==> config.mk <==
export PLATFORM = sky130hd
export DESIGN_NAME = spi_reg_loader
export DESIGN_NICKNAME = d
export VERILOG_FILES = /design/src/rtl/spi_reg_loader.sv
export SDC_FILE = /design/constraint.sdc
export NUM_CORES = 1
export LEC_CHECK = 0
export CORE_MARGIN = 2
export CORE_UTILIZATION = 45
export DETAILED_ROUTE_END_ITERATION = 8
export PLACE_DENSITY = 0.65
export SLEW_MARGIN = 20
export SYNTH_ARGS = -nofsm -noshare
export SYNTH_HDL_FRONTEND = slang
export SYNTH_SLANG_ARGS = --single-unit
==> constraint.sdc <==
create_clock -name i_clk -period 5.5 [get_ports i_clk]
set_input_delay 1.1 -clock i_clk [delete_from_list [all_inputs] [get_ports i_clk]]
set_output_delay 1.1 -clock i_clk [all_outputs]
set_load 0.05 [all_outputs]
==> src/rtl/spi_reg_loader.sv <==
// SPI mode-0 write-only register loader: oversamples the pads, assembles 28-bit addr/data frames,
// and commits the last good frame on a frame-boundary strobe. Optional macro: SPI_REG_IMMEDIATE_EN.
module spi_reg_loader #(
    parameter int ADDR_W      = 4,
    parameter int DATA_W      = 24,
    parameter int SYNC_STAGES = 2
) (
    input  logic              i_clk,
    input  logic              i_reset_n,
    input  logic              i_reg_csb,
    input  logic              i_reg_sclk,
    input  logic              i_reg_mosi,
    input  logic              i_load,
`ifdef SPI_REG_IMMEDIATE_EN
    input  logic              i_immediate,
`endif
    output logic              o_wr,
    output logic [ADDR_W-1:0] o_addr,
    output logic [DATA_W-1:0] o_data,
    output logic              o_busy,
    output logic              o_pending
);
    localparam int FRAME_W = ADDR_W + DATA_W;
    localparam int CNT_W   = 6;
    localparam logic [CNT_W-1:0] FRAME_CNT = CNT_W'(FRAME_W);

    localparam logic [1:0] S_IDLE   = 2'd0;
    localparam logic [1:0] S_SHIFT  = 2'd1;
    localparam logic [1:0] S_COMMIT = 2'd2;

    logic [SYNC_STAGES-1:0] csb_sync;
    logic [SYNC_STAGES-1:0] sclk_sync;
    logic [SYNC_STAGES-1:0] mosi_sync;
    logic                   csb_prev;
    logic                   sclk_prev;
    logic                   csb_s;
    logic                   sclk_s;
    logic                   mosi_s;
    logic                   sclk_rise;
    logic                   csb_fall;

    logic [1:0]             state;
    logic [CNT_W-1:0]       bit_cnt;
    logic [FRAME_W-1:0]     shift_reg;
    logic [FRAME_W-1:0]     slot;
    logic                   pending;
    logic                   commit_now;
    logic                   load_fire;
    logic                   imm_req;

    assign csb_s     = csb_sync[SYNC_STAGES-1];
    assign sclk_s    = sclk_sync[SYNC_STAGES-1];
    assign mosi_s    = mosi_sync[SYNC_STAGES-1];
    assign sclk_rise = sclk_s & ~sclk_prev;
    assign csb_fall  = ~csb_s & csb_prev;

    assign commit_now = (state == S_COMMIT);
    assign load_fire  = i_load & pending;
`ifdef SPI_REG_IMMEDIATE_EN
    assign imm_req    = commit_now & i_immediate;
`else
    assign imm_req    = 1'b0;
`endif

    assign o_busy    = (state == S_SHIFT);
    assign o_pending = pending;

    // Pad synchronisers, reset to the idle bus levels
    always_ff @(posedge i_clk or negedge i_reset_n) begin
        if (!i_reset_n) begin
            csb_sync  <= '1;
            sclk_sync <= '0;
            mosi_sync <= '0;
            csb_prev  <= 1'b1;
            sclk_prev <= 1'b0;
        end else begin
            csb_sync  <= {csb_sync[SYNC_STAGES-2:0], i_reg_csb};
            sclk_sync <= {sclk_sync[SYNC_STAGES-2:0], i_reg_sclk};
            mosi_sync <= {mosi_sync[SYNC_STAGES-2:0], i_reg_mosi};
            csb_prev  <= csb_s;
            sclk_prev <= sclk_s;
        end
    end

    // Frame assembly; the counter saturates so overlong frames can never alias back to 28
    always_ff @(posedge i_clk or negedge i_reset_n) begin
        if (!i_reset_n) begin
            state     <= S_IDLE;
            bit_cnt   <= '0;
            shift_reg <= '0;
        end else begin
            case (state)
                S_IDLE: begin
                    if (csb_fall) begin
                        state   <= S_SHIFT;
                        bit_cnt <= '0;
                    end
                end
                S_SHIFT: begin
                    if (csb_s) begin
                        state <= (bit_cnt == FRAME_CNT) ? S_COMMIT : S_IDLE;
                    end else if (sclk_rise) begin
                        shift_reg <= {shift_reg[FRAME_W-2:0], mosi_s};
                        if (bit_cnt != '1) begin
                            bit_cnt <= bit_cnt + 1'b1;
                        end
                    end
                end
                S_COMMIT: state <= S_IDLE;
                default:  state <= S_IDLE;
            endcase
        end
    end

    // A load in the COMMIT cycle drains the old slot first; the new frame then refills it.
    // An immediate frame colliding with a load falls back into the slot instead of being lost.
    always_ff @(posedge i_clk or negedge i_reset_n) begin
        if (!i_reset_n) begin
            o_wr    <= 1'b0;
            o_addr  <= '0;
            o_data  <= '0;
            slot    <= '0;
            pending <= 1'b0;
        end else begin
            o_wr <= 1'b0;
            if (load_fire) begin
                o_wr    <= 1'b1;
                o_addr  <= slot[FRAME_W-1:DATA_W];
                o_data  <= slot[DATA_W-1:0];
                pending <= 1'b0;
            end else if (imm_req) begin
                o_wr   <= 1'b1;
                o_addr <= shift_reg[FRAME_W-1:DATA_W];
                o_data <= shift_reg[DATA_W-1:0];
            end
            if (commit_now && !(imm_req && !load_fire)) begin
                slot    <= shift_reg;
                pending <= 1'b1;
            end
        end
    end
endmodule

==> results_dict.tcl <==
set metrics [dict create \
    status "complete, no violations" \
    post-synth-top-count-cell "dfrtp_1" \
    rows 33 \
    tightest_slew_ps 1010 \
    cts_hold_buf 0 \
    relSlewSlack_pct 32.6 \
    worst_setup_path_start_kind "flip-flop" \
    p_per_area_nw_per_um2 281 \
    antennaDiodeCount 0 \
    arrival_ps 1970 \
    leakage_nw 2.31 \
    endpoint_kind "output pin" \
    ant_nets 0 \
    h-tree-depth 3 \
    rsz0062_at_grt "false" \
    clk_pin_slew_ps 80 \
    syn_area_um2 3830 \
    maxCapViolCount 0 \
    synth.largest_area_cell "dfrtp_1" \
    ir_worst_vdd_uv 154 \
    critical_path_class "reg2out" \
    overflow 0 \
    post_cts_buffers 0 \
    viasPerCell 4.98 \
    fin_skew_ps 8.07 \
    dieWidth_um 96.3 \
    grt_pass1_vias 2085 \
    setup_viol 0 \
    io_pins 37 \
    wire_per_inst_um 13.5 \
    antenna_found_initial 0 \
    place.gp.congestion 0.859 \
    ys_async_sr_fraction_pct 100 \
    drc 0 \
    synth_edf_count 0 \
    synth_xor_area_share_pct 0 \
    finalHoldViolCount 0 \
    yosysWarnings 0 \
    grt_max_degree 56 \
    synthMuxAreaShare_pct 16.5 \
    syn_to_final_growth_pct 17.0 \
    ys_seq_area_share_pct 66.7 \
    ys.flop_type "dfrtp_1" \
    maxSlewViolCount 0 \
    crit_required_ps 4400 \
    netlist_instances 298 \
    syn-num-nets 306 \
    drive_above_1_share_pct 23.4 \
    fin_tns_setup_ps 0 \
    cts_buffers 9 \
    clk_latency_ps 340 \
    wl_um 5970 \
    synth.ff_latch_count 102 \
    cts_resized 0 \
    synth_commonest_cells "dfrtp_1 (99), nand2_1 (85), mux2_2 (56)" \
    dieArea_um2 9270 \
    fp.dieH_um 96.3 \
    start_util_pct 46.6 \
    core_um2 8220 \
    yosys.area_share.simple_pct 11.9 \
    path_max_fanout 8 \
    synth_top_family_by_area "multiplexers" \
    io_buffers 36 \
    cts_sinks 102 \
    layout_setup_ws_ps 2430 \
    drtIter0Drc 113 \
    synth_compound_area_share_pct 2.25 \
    synth_top_area_share_pct 64.7 \
    synth.area.top_cells "dfrtp_1 (65%), mux2_2 (16%), nand2_1 (8.3%)" \
    ys_types 30 \
    synthAdderAreaFrac_pct 0.653 \
    root_buffer "clkbuf_8" \
    period_minus_slack_ps 3070 \
    first_pass_iters 4 \
    hpwl_um 3740 \
    synth.avg_cell_area_um2 12.9 \
    grt_util_all_layers_pct 14.4 \
    fin_crit_sh_pct 55.7 \
    grt_pass1_wl_um 10100 \
    cts_tree "done" \
    nets 344 \
    hold_path_class "reg2reg" \
    num_vias 2206 \
    fmax_mhz 326 \
    cts.path.max_buffers 2 \
    dp_slack_ps 2820 \
]
==> power by group <==
group	switching (mW)	internal, mW	total [mW]
Combinational	0.0320	0.0134	0.0454
Sequential	0.0114	0.763	0.775
Clock	0.222	0.215	0.438
==> metrics by stage <==
step	hold WS (ps)	std cells	instance area (um2)	total power, mW	utilization, %
floorplan	331	298	3830	0.809	-
global placement	335	430	4300	0.834	52.4
detailed placement	335	430	4300	0.837	52.4
CTS	355	443	4480	1.28	54.5
global route	366	443	4480	1.31	54.5
finish	353	443	4480	1.26	54.5
==> worst max-delay path, stage by stage (launching register included) <==
cell,delay (ps)
dfrtp_1,390
nand2b_1,260
inv_1,160
clkdlybuf4s50_1,820
==> kinds of logic after synthesis <==
kind of cell             Yosys count
AO/OA/AOI/OAI                     12
adder cells (fa/ha/maj)            2
buffers and inverters             19
flip-flops                       102
multiplexers                      56
AND/OR/NAND/NOR                  107
==> worst paths after layout <==
kind                              start       endpoint  slack [ps]  cells past startpoint
min reg2reg                mosi_sync[0]   mosi_sync[1]         350                      0
max in group asynchronous     i_reset_n  shift_reg[12]        3640                      2
max                            state[1]         o_busy        2430                      3
max reg2reg                  bit_cnt[0]     bit_cnt[2]        3370                      5
min in group asynchronous     i_reset_n      o_addr[1]         750                      1
min                        mosi_sync[0]   mosi_sync[1]         350                      0
==> area by class of cell <==
type,instances,area [um2]
fillers,702,3740
flip-flops and latches,102,2560
multi-input cells,177,1210
repair buffers,40,388
clock buffers,11,141
well taps,105,131
clock inverters,2,35.0
inverters,6,22.5
==> layout by cell type (no fill, tap or decap), types with 3 or more instances in the layout <==
cell type / n
buf_4: 5
o21ai_0: 3
nand2_1: 85
clkbuf_8: 10
inv_1: 6
clkdlybuf4s50_1: 35
nand3_1: 6
dfrtp_1: 99
mux2_2: 56
dfstp_2: 3
==> metal layers <==
layer | share of wire (%) | vias up | track usage, %
li1 | - | 1065 | -
met5 | 0 | - | 0
met1 | 50 | 1095 | 20.6
met2 | 46 | 39 | 21.5
met3 | 3.0 | 7 | 2.90
met4 | 1.3 | 0 | 6.55
(Power assumes the default switching activity.)
